File: src/rtl/fetch_redirect_unit_pkg.sv
// fetch_redirect_unit_pkg
// Shared definitions for the fetch/redirect slice:
//   - default reset PC and the canonical NOP (addi x0,x0,0) encoding
//   - instruction/address width constants
//   - 2-bit FSM state encoding used by the fetch controller
//   - small helper that tests word alignment of a byte address
package fetch_redirect_unit_pkg;

    localparam int          ADDR_W           = 32;
    localparam int          INSTR_W          = 32;
    localparam logic [31:0] DEFAULT_RESET_PC = 32'h0000_0000;
    localparam logic [31:0] NOP_INSTR        = 32'h0000_0013;

    typedef enum logic [1:0] {
        S_REQ  = 2'd0,
        S_WAIT = 2'd1,
        S_DROP = 2'd2,
        S_HALT = 2'd3
    } fetchState_e;

    function automatic logic isWordAligned(input logic [1:0] lowBits);
        return (lowBits == 2'b00);
    endfunction

endpackage

File: src/rtl/fetch_pc_reg.sv
// fetch_pc_reg
// Architectural fetch PC register.
// Ports:
//   clk        rising-edge clock
//   rst        synchronous active-high reset, loads RESET_PC
//   loadEn     load loadValue (redirect); wins over incEn
//   loadValue  redirect destination
//   incEn      advance the PC by one instruction (4 bytes, wraps mod 2^XLEN)
//   pc         current PC value
module fetch_pc_reg #(
    parameter int               XLEN     = 32,
    parameter logic [XLEN-1:0]  RESET_PC = '0
) (
    input  logic            clk,
    input  logic            rst,
    input  logic            loadEn,
    input  logic [XLEN-1:0] loadValue,
    input  logic            incEn,
    output logic [XLEN-1:0] pc
);

    // A redirect must beat a sequential advance: a response completing in the
    // same cycle as a redirect belongs to the wrong path.
    always_ff @(posedge clk) begin
        if (rst) begin
            pc <= RESET_PC;
        end else if (loadEn) begin
            pc <= loadValue;
        end else if (incEn) begin
            pc <= pc + XLEN'(4);
        end
    end

endmodule

File: src/rtl/fetch_redirect_unit.sv
// fetch_redirect_unit
// Owns the fetch PC, issues single-outstanding instruction-memory requests,
// buffers one fetched instruction for decode and applies branch/jump redirects
// from execute (discarding wrong-path fetches and pulsing a flush).
// Ports:
//   clk, rst                      clock, synchronous active-high reset
//   redirect, redirectTarget      taken branch/jump and its destination
//   imemReqValid/Addr/Ready       fetch request handshake (address = fetchPc)
//   imemRspValid/Data             returned instruction word
//   ifValid/ifInstr/ifPc/ifReady  one-entry instruction buffer towards decode
//   flush                         registered one-cycle pulse after a redirect
//   misalign                      sticky flag: redirect target not word-aligned
//   fetchPc                       current fetch PC
module fetch_redirect_unit
    import fetch_redirect_unit_pkg::*;
#(
    parameter int               XLEN     = 32,
    parameter logic [XLEN-1:0]  RESET_PC = DEFAULT_RESET_PC
) (
    input  logic            clk,
    input  logic            rst,
    input  logic            redirect,
    input  logic [XLEN-1:0] redirectTarget,
    output logic            imemReqValid,
    output logic [XLEN-1:0] imemReqAddr,
    input  logic            imemReqReady,
    input  logic            imemRspValid,
    input  logic [XLEN-1:0] imemRspData,
    output logic            ifValid,
    output logic [XLEN-1:0] ifInstr,
    output logic [XLEN-1:0] ifPc,
    input  logic            ifReady,
    output logic            flush,
    output logic            misalign,
    output logic [XLEN-1:0] fetchPc
);

    fetchState_e state;
    fetchState_e nextState;
    logic        redirectTaken;
    logic        targetAligned;
    logic        issueReq;
    logic        bufferLoad;

    fetch_pc_reg #(
        .XLEN     (XLEN),
        .RESET_PC (RESET_PC)
    ) pcReg (
        .clk       (clk),
        .rst       (rst),
        .loadEn    (redirectTaken),
        .loadValue (redirectTarget),
        .incEn     (bufferLoad),
        .pc        (fetchPc)
    );

    assign imemReqAddr  = fetchPc;
    assign imemReqValid = issueReq;

    // State register.
    always_ff @(posedge clk) begin
        if (rst) begin
            state <= S_REQ;
        end else begin
            state <= nextState;
        end
    end

    // Next-state and request logic. A request only issues when the buffer
    // will be free by the time the word returns, so a response never finds
    // the buffer occupied. A redirect overrides the normal transitions; when
    // a redirect arrives while a response is still owed (WAIT or DROP with no
    // response this cycle) we go to DROP so that stale word is swallowed. If
    // the owed response lands in the redirect cycle itself nothing is
    // outstanding any more and fetching restarts straight away.
    always_comb begin
        nextState     = state;
        issueReq      = 1'b0;
        bufferLoad    = 1'b0;
        redirectTaken = redirect && (state != S_HALT);
        targetAligned = isWordAligned(redirectTarget[1:0]);

        case (state)
            S_REQ: begin
                issueReq = !redirect && (!ifValid || ifReady);
                if (issueReq && imemReqReady) begin
                    nextState = S_WAIT;
                end
            end
            S_WAIT: begin
                if (imemRspValid) begin
                    bufferLoad = !redirectTaken;
                    nextState  = S_REQ;
                end
            end
            S_DROP: begin
                if (imemRspValid) begin
                    nextState = S_REQ;
                end
            end
            S_HALT: begin
                nextState = S_HALT;
            end
            default: begin
                nextState = S_REQ;
            end
        endcase

        if (redirectTaken) begin
            if (!targetAligned) begin
                nextState = S_HALT;
            end else if ((state == S_WAIT) || (state == S_DROP)) begin
                nextState = imemRspValid ? S_REQ : S_DROP;
            end else begin
                nextState = S_REQ;
            end
        end
    end

    // Output buffer, flush pulse and sticky misalign flag. A redirect empties
    // the buffer; a load beats a same-cycle consume so the new word stays.
    always_ff @(posedge clk) begin
        if (rst) begin
            ifValid  <= 1'b0;
            ifInstr  <= XLEN'(NOP_INSTR);
            ifPc     <= '0;
            flush    <= 1'b0;
            misalign <= 1'b0;
        end else begin
            flush <= redirectTaken;
            if (redirectTaken && !targetAligned) begin
                misalign <= 1'b1;
            end
            if (redirectTaken) begin
                ifValid <= 1'b0;
            end else if (bufferLoad) begin
                ifValid <= 1'b1;
                ifInstr <= imemRspData;
                ifPc    <= fetchPc;
            end else if (ifValid && ifReady) begin
                ifValid <= 1'b0;
            end
        end
    end

endmodule
File: config.mk
export PLATFORM = sky130hd
export DESIGN_NAME = fetch_redirect_unit
export DESIGN_NICKNAME = d
export VERILOG_FILES = /design/src/rtl/fetch_redirect_unit_pkg.sv /design/src/rtl/fetch_pc_reg.sv /design/src/rtl/fetch_redirect_unit.sv
export SDC_FILE = /design/constraint.sdc
export NUM_CORES = 1
export LEC_CHECK = 0
export ABC_CLOCK_PERIOD_IN_PS = 4150
export BUFFER_PORTS_ARGS = -buffer_cell sky130_fd_sc_hd__buf_2
export CAP_MARGIN = 20
export CORE_ASPECT_RATIO = 1.25
export CORE_MARGIN = 2
export CORE_UTILIZATION = 45
export CTS_CLUSTER_DIAMETER = 60
export DETAILED_ROUTE_END_ITERATION = 8
export HOLD_SLACK_MARGIN = 0.02
export PLACE_DENSITY = 0.76
export SLEW_MARGIN = 20
export SYNTH_ARGS = -nofsm -noshare
export SYNTH_HDL_FRONTEND = slang
export SYNTH_SLANG_ARGS = --single-unit
File: constraint.sdc
create_clock -name clk -period 4.15 [get_ports clk]
set_clock_uncertainty 0.15 [all_clocks]
set_input_delay 0.2075 -clock clk [delete_from_list [all_inputs] [get_ports clk]]
set_output_delay 0.2075 -clock clk [all_outputs]
set_load 0.03 [all_outputs]
# == Word level (Yosys, flattened, before mapping) ==
# Index checks and enable logic that the tools add are counted.
# classes
add_sub_neg,1
n_eq_ne,6
n_mux,14
bitwise,1
n_reduce_logical,19
# ops
cell,count
32-bit 2-to-1 mux,2
32-bit by 3-bit adder with 32-bit output (second input constant),1
2-bit 2-to-1 mux,6
2-bit one-hot mux with 3 select lines,1
1-bit logical AND,5
1-bit 2-to-1 mux,5
2-bit equality test (second input constant),2
1-bit logical NOT,4
2-bit logical NOT,2
2-bit AND reduction,2
2-bit nonzero test,2
2-bit OR reduction,2
3-bit by 1-bit != test with 1-bit output (second input constant),1
3-bit != test (second input constant),1
2-bit by 1-bit equality test with 1-bit output (second input constant),1
1-bit logical OR,2
2-bit != test (second input constant),1
1-bit NOT,1
# totals
register_bits,101
input_bits,70
out_inout_bits,132
elab_cells,48

# == Logic depth before layout (Yosys ltp) ==
# Gate-level depths: netlist (run 1).
# logic_depth
word_depth,7
depth_mapped,8
depth_no_buf,7

# == Cells and area by module ==
# From an unflattened synthesis (run 1), not the netlist that was laid out.
# unflattened
hier_cells,582
area_unflattened_um2,4740.8
# modules_own_cells
mod,instances,cells_each,area_per_inst_um2
fetch_redirect_unit,1,348,2847.7
fetch_pc_reg,1,234,1893.1

# == Least setup slack after synthesis (run 1) ==
# OpenSTA, ideal clock, no wires.
# synth_path
kind,flip-flop to flip-flop
start,register pcReg.pc[6]
end,register pcReg.pc[25]
setup_time_ns,0.079
arrival_ns,1.855
required_ns,3.921
slack_ns,2.066
path_stages_with_launch,6
path_cell_list,dfxtp_1 > nand4_4 > nor4_4 > nand4_1 > xor2_1 > a211oi_2
# synth_between
elab_chain_len,3
# synth_lines
item,line,rtl
"start, declared",fetch_pc_reg.sv:19,output logic [XLEN-1:0] pc
"start signal, assigned",fetch_pc_reg.sv:28,pc <= loadValue;
"start signal, assigned",fetch_pc_reg.sv:30,pc <= pc + XLEN'(4);
32-bit by 3-bit adder with 32-bit output,fetch_pc_reg.sv:30,
32-bit 2-to-1 mux,fetch_pc_reg.sv:29,end else if (incEn) begin
32-bit 2-to-1 mux,fetch_pc_reg.sv:27,end else if (loadEn) begin
# No other way between the ends. The select of a mux whose other input is x is not followed.
# A chain may end at the register's enable or synchronous reset.

# == Worst setup path in the final report (run 1) ==
# layout_path
start,register state[1]
end,register ifInstr[31]
# layout_between
elab_chain_len,6
word_cells_on_any_way,8
cone_classes,eq/ne: 2; mux: 2; bitwise: 1; reduce/logical: 3
# layout_lines
item,line,rtl
"start, declared",fetch_redirect_unit.sv:38,fetchState_e state;
"start signal, assigned",fetch_redirect_unit.sv:65,state <= nextState;
2-bit != test,fetch_redirect_unit.sv:80,redirectTaken = redirect && (state != S_HALT);
1-bit logical AND,fetch_redirect_unit.sv:80,
1-bit logical NOT,fetch_redirect_unit.sv:92,bufferLoad = !redirectTaken;
1-bit 2-to-1 mux,fetch_redirect_unit.sv:91,if (imemRspValid) begin
1-bit 2-to-1 mux,fetch_redirect_unit.sv:83,case (state)
2-bit AND reduction (no line) *,-,
"end signal, assigned",fetch_redirect_unit.sv:125,ifInstr <= XLEN'(NOP_INSTR);
"end signal, assigned",fetch_redirect_unit.sv:138,ifInstr <= imemRspData;
"end, declared",fetch_redirect_unit.sv:30,"output logic [XLEN-1:0] ifInstr,"
# Every way passes the cells marked *; elsewhere a longest branch is shown, timed or not.

==> flow_summary.toml, run 1 <==
[outcome]
result_of_the_run = "finished clean"

[layout]
ff_latch_area_um2 = 2022
final_common_cell = "buf_2"
drive_above_1_share_pct = 30.28
layout.cells.most_common_list = "buf_2 (200), nand2_1 (142), dfxtp_1 (101)"
multi_input_area_um2 = 1982
postLayoutCellArea_um2 = 6076
fin_nets = 822
antenna_diodes = 0
n_fill_cell = 805
area_growth_syn_to_layout_pct = 38.90

[clock_network]
clk_latency_worst_skew_pair_ps = 340
postCtsSetupRepairBufs = 0
tritoncts = "done"
cts_inserted_buffers = 9
cts-htree-levels = 3
cts_resized = 0
clkTransAtPathRegs_ps = 70
ctsRootBufferMaster = "clkbuf_16"
ctsLongestPathBuffers = 2
cts.sinks = 101

[detailed_routing]
vias_per_cell = 4.995
routed_wl_per_cell_um = 13.88
m1WireLength_um = 5006
routed_antenna_nets = 0
wl_met2_um = 6281
wl_um = 12200
detailedRoute.firstPassIterationCount = 4
routed-wl-met3_um = 635
highest-signal-layer = "met4"
detailedRoute.firstIterationViolations = 202
route.vias.total = 4391
drc = 0

[sta]
grt_setup_unrepaired = "false"
worst_pin_slew_ps = 1027
maxSlewHeadroom_pct = 31.51
setup_violations = 0
finalWorstPathRequiredPeriod_ps = 2485
slew_viol_final = 0
final_hold_viol_count = 0
fin_tns_setup_ps = 0
max_freq_ghz = 0.4025
post-route-period-util_pct = 59.87

[synth]
mappedNetlistArea_um2 = 4374
seq_area_frac_synth_pct = 46.22
syn_area_per_cell_um2 = 8.085
yosysWarningCount = 0
synth_fp_nets = 615
yosys.cell_types.count = 34
synth.ff_latch_count = 101
syn-instance-count = 541

[grt]
number_of_global_route_vias_before_repair = 4082
number_of_antenna_violations_at_the_first_check_in_global_routing = 0
pin_count_of_the_biggest_net_entering_global_routing = 102
grt_pass1_wl_um = 19510
groute.usage.overall_pct = 22.83
overflow = 0

[placement]
io_buffers = 201
dp.final_hpwl_um = 7825
placement.cell_area_um2 = 5211
gp_routability_congestion = 0.7970

[pwr]
ir_worst_vdd_mv = 0.1749
power_leakage_nw = 2.704
power_density_nw_per_um2 = 386.9

[setup_path]
slowest_stage = "nor2_4"
worst_path_largest_cell_delay_ps = 670
timing.critical_path.mode_cell = "nand2_1"
worstPathMaxFanout = 37
r2r.worst_path.cells = 7
setup_slack_of_the_worst_register_to_register_path_ps = 1670
reg2reg_to = "ifInstr[31]"
worst-endpoint-required_ps = 4250
worstSetupEndpoint = "ifInstr[31]"
timing.setup.critical_path_class = "reg2reg"
crit_start = "state[1]"
r2r-start = "state[1]"
cp.arrival_ps = 2590
element_type_at_the_critical_path_start = "register"
cp_cell_sequence = "inv_1, ha_1, nand2_1, nor2_4, buf_4, nand2_1, a21oi_1"
timing.critical_path.to_type = "register"

[floorplanning]
io_pins = 202
die_w_um = 92.19
rows = 40
core_region_area_um2 = 9559
die_h_um = 114.2
start_util_pct = 45.76
fp.dieArea_um2 = 10530

[run]
maxCapViolCount = 0

[min_path]
worstHoldPathType = "in2reg"
cell families after synthesis:
family          Yosys count  synth area share (%)
compound gates          103                 13.87
xor+xnor                 27                 5.406
buf+inv                  70                 8.810
flops                   101                 46.22
fa+ha+maj                 4                 1.144
simple gates            236                 24.54
through the flow:
| step | std cells | worst slack (ps) | hold slack [ps] | total power (W) | util (%) |
|---|---|---|---|---|---|
| global route | 879 | 1405 | 29.02 | 0.002447 | 63.56 |
| global placement | 806 | 1816 | 270.0 | 0.001492 | 54.52 |
| finish | 879 | 1665 | 20.59 | 0.002351 | 63.56 |
| detailed placement | 806 | 1707 | 280.4 | 0.001501 | 54.52 |
| CTS | 879 | 1691 | 22.07 | 0.002365 | 63.56 |
| floorplan | 541 | 2066 | 181.7 | 0.001394 | - |
area by class of cell:
cell class / instances / area share [%]
clock buffers: 12 / 4.057
clock inverters: 4 / 0.7825
inverters: 5 / 0.3089
multi-input cells: 370 / 32.62
flip-flops and latches: 101 / 33.28
well taps: 126 / 2.595
repair buffers: 261 / 26.36
worst min path at each step:
stage / startpoint / end / cells after the start
finish: redirectTarget[15] / pcReg.pc[15] / 3
CTS: redirectTarget[15] / pcReg.pc[15] / 3
global route: redirectTarget[27] / pcReg.pc[27] / 3
global placement: imemRspData[0] / ifInstr[0] / 3
floorplan: imemRspData[0] / ifInstr[0] / 2
detailed placement: imemRspData[1] / ifInstr[1] / 3
routing by layer:
layer  up-vias  global-route usage, %
li1       2200                      -
met1      2026                  26.50
met2       144                  41.37
met3        21                  3.818
met4         0                  9.751
met5         -                      0
cell usage after synthesis, drive strengths merged:
library cell | count | area share, %
a211oi | 27 | 4.7
a21oi | 67 | 7.7
a221oi | 1 | 0.20
a311oi | 3 | 0.60
a31oi | 1 | 0.14
and2 | 1 | 0.14
and3 | 7 | 1.0
and4 | 5 | 1.1
buf | 37 | 6.0
clkbuf | 28 | 2.4
dfxtp | 101 | 46
ha | 4 | 1.1
inv | 5 | 0.43
nand2 | 142 | 12
nand2b | 2 | 0.29
nand3 | 14 | 1.6
nand3b | 3 | 0.51
nand4 | 11 | 1.9
nor2 | 39 | 3.5
nor2b | 3 | 0.43
nor3 | 4 | 0.46
nor3b | 1 | 0.17
nor4 | 2 | 0.97
o21ai | 3 | 0.34
o31ai | 1 | 0.17
or3 | 2 | 0.29
xnor2 | 8 | 1.6
xor2 | 19 | 3.8
critical path, delay by kind of cell (launching register included):
family / cells / cell delay [ps]
fa+ha+maj: 1 / 300
flops: 1 / 310
simple gates: 3 / 950
buf+inv: 2 / 510
compound gates: 1 / 150
registers in the layout (all words and copies together), names as in the netlist:
register,count
pcReg.pc,32
ifValid,1
ifPc,32
state,2
flush,1
misalign,1
ifInstr,32
where the power goes:
group | internal (W) | leakage [nW] | switching, W
Combinational | 0.000159 | 1.74 | 0.000288
Sequential | 0.00102 | 0.825 | 0.0000607
Clock | 0.000482 | 0.143 | 0.000344
Total | 0.00166 | 2.70 | 0.000692
repair_timing:
item | 4_1_cts | 5_1_grt
endpoints found under the setup margin | 0 | 0
endpoints found under the hold margin | 57 | 0
hold buffers | 57 | 0
(Power assumes the default switching activity.)
==> run 2, diff against run 1 <==
--- a/config.mk
+++ b/config.mk
@@ -5,7 +5,7 @@
 export SDC_FILE = /design/constraint.sdc
 export NUM_CORES = 1
 export LEC_CHECK = 0
-export ABC_CLOCK_PERIOD_IN_PS = 4150
+export ABC_CLOCK_PERIOD_IN_PS = 2400
 export BUFFER_PORTS_ARGS = -buffer_cell sky130_fd_sc_hd__buf_2
 export CAP_MARGIN = 20
 export CORE_ASPECT_RATIO = 1.25
==> constraint.sdc (replaced) <==
create_clock -name clk -period 2.4 [get_ports clk]
set_clock_uncertainty 0.15 [all_clocks]
set_input_delay 0.12 -clock clk [delete_from_list [all_inputs] [get_ports clk]]
set_output_delay 0.12 -clock clk [all_outputs]
set_load 0.03 [all_outputs]
==> run 2 against run 1 <==
Compared with the run above: combinational power rose by 85%; first-iteration DRC count is 0.99% higher; fmax is 12% higher; design area rose by 3.7%; sequential cell count stayed put; power is 78% higher; die area did not move; largest cell class unchanged; register-to-register slack worse by 1500 ps; utilization grew 2.4 points; routed wire length grew 6.9%; clock-buffer cell count fell by 1.
==> flow_summary.toml, run 2 (same netlist as run 1, synthesis figures left out) <==
[outcome]
result_of_the_run = "finished clean"

[layout]
postLayoutCellArea_um2 = 6304
antenna_diodes = 0
final_common_cell = "buf_2"
fin_util_pct = 65.94
area_growth_syn_to_layout_pct = 44.11
fin_nets = 840
largest_registers = "ifInstr: 32 flops, ifPc: 32 flops, pcReg.pc: 32 flops"
layout.cells.most_common_list = "buf_2 (200), nand2_1 (142), dfxtp_1 (101)"
drive_above_1_share_pct = 30.87

[detailed_routing]
vias_per_cell = 4.989
drc = 0
detailedRoute.firstPassIterationCount = 4
route.vias.total = 4475
wl_um = 13040
detailedRoute.firstIterationViolations = 204
routed_wl_per_cell_um = 14.54
routed_antenna_nets = 0

[clock_network]
cts_inserted_buffers = 9
cts.sinks = 101
ctsLongestPathBuffers = 2
cts-htree-levels = 3
clk_latency_worst_skew_pair_ps = 350
tritoncts = "done"
cts_resized = 0
postCtsSetupRepairBufs = 0
clkTransAtPathRegs_ps = 70
ctsRootBufferMaster = "clkbuf_16"

[pwr]
cellInternalPower_w = 0.002930
power_density_nw_per_um2 = 662.2
p_clk_share_pct = 35.6
total_switching_power_w = 0.001244
seq_power_share_pct = 44.5
proportion_of_total_power_due_to_net_switching_pct = 29.80
ir_worst_vdd_mv = 0.4188
power_frac_comb_pct = 19.8
power_leakage_nw = 2.810

[placement]
placement.cell_area_um2 = 5321
dp_worst_setup_slack_ps = 227.8
io_buffers = 201
dp.final_hpwl_um = 8247
gp_routability_congestion = 0.7739

[grt]
overflow = 0
number_of_antenna_violations_at_the_first_check_in_global_routing = 0
grt_pass1_wl_um = 20470
number_of_global_route_vias_before_repair = 4160
pin_count_of_the_biggest_net_entering_global_routing = 65
groute.usage.overall_pct = 24.30

[sta]
setup_violations = 0
maxSlewHeadroom_pct = 65.47
fin_tns_setup_ps = 0
post-route-worst-setup-slack_ps = 179.6
slew_viol_final = 0
final_hold_viol_count = 0
max_freq_ghz = 0.4504
post-route-period-util_pct = 92.51
finalHoldWorstSlack_ps = 64.16
finalWorstPathRequiredPeriod_ps = 2220
worst_pin_slew_ps = 516.7
grt_setup_unrepaired = "false"

[setup_path]
timing.setup.critical_path_class = "reg2reg"
worst-endpoint-required_ps = 2540
worstPathMaxFanout = 25
cp.arrival_ps = 2360
setup_slack_of_the_worst_register_to_register_path_ps = 180
element_type_at_the_critical_path_start = "register"
timing.critical_path.to_type = "register"

[floorplanning]
core_region_area_um2 = 9559
rows = 40
die_h_um = 114.2
die_w_um = 92.19
io_pins = 202
fp.dieArea_um2 = 10530
start_util_pct = 45.76

[min_path]
worstHoldPathType = "in2reg"

[run]
maxCapViolCount = 0
## run 2: cell count changes in the layout (fill, tap and decap cells not counted)
cell,before,now
clkbuf_1,2,0
buf_4,4,8
clkinv_2,2,1
clkinvlp_4,1,2
clkinv_4,0,1
clkbuf_8,1,2
dlygate4sd3_1,57,67
buf_12,0,4
## run 2: what timing repair did
item	4_1_cts	5_1_grt
hold buffers	67	0
endpoints found under the setup margin	0	0
endpoints found under the hold margin	67	0
## run 2: through the flow
| step | std cells | power (W) |
|---|---|---|
| 2_1_floorplan | 541 | 0.002411 |
| 3_3_place_gp | 814 | 0.002608 |
| 3_5_place_dp | 814 | 0.002623 |
| 4_1_cts | 897 | 0.004194 |
| 5_1_grt | 897 | 0.004343 |
| 6_report | 897 | 0.004174 |
## run 2: path summary, 6_finish.rpt
check | depth (start not counted) | startpoint | endpoint
min reg2reg | 2 | ifInstr[5] | ifInstr[5]
max | 6 | state[0] | pcReg.pc[3]
min | 4 | redirect | pcReg.pc[0]
max reg2reg | 6 | state[0] | pcReg.pc[3]
## run 2: final cells by class
class | count | area (um2)
repair buffers | 279 | 1812
clock inverters | 5 | 58.81
inverters | 5 | 18.77
flip-flops and latches | 101 | 2022
fillers | 781 | 3256
clock buffers | 11 | 252.7
multi-input cells | 370 | 1982
well taps | 126 | 157.7
## run 2: critical path, stage by stage (launching register included)
cell and delay (ps):
dfxtp_1 360, ha_1 210, nand2b_2 210, buf_4 290
nor2_1 90, a311oi_1 260, dlygate4sd3_1 580
## run 2: layer usage
metal  GRT usage [%]  routed length, um  up-vias
met2           44.26               6766      149
met3           3.292                605       28
li1                -                  -     2237
met5               0                  0        -
met1           28.06               5304     2061
met4           11.44                362        0
## run 2: power groups by stage
stage          registers, W  logic [W]  clock network [W]
6_report            0.00186   0.000828            0.00149
2_1_floorplan       0.00203   0.000378                  0
3_5_place_dp        0.00189   0.000729                  0
5_1_grt             0.00187   0.000883            0.00159
4_1_cts             0.00186   0.000818            0.00152
3_3_place_gp        0.00189   0.000721                  0
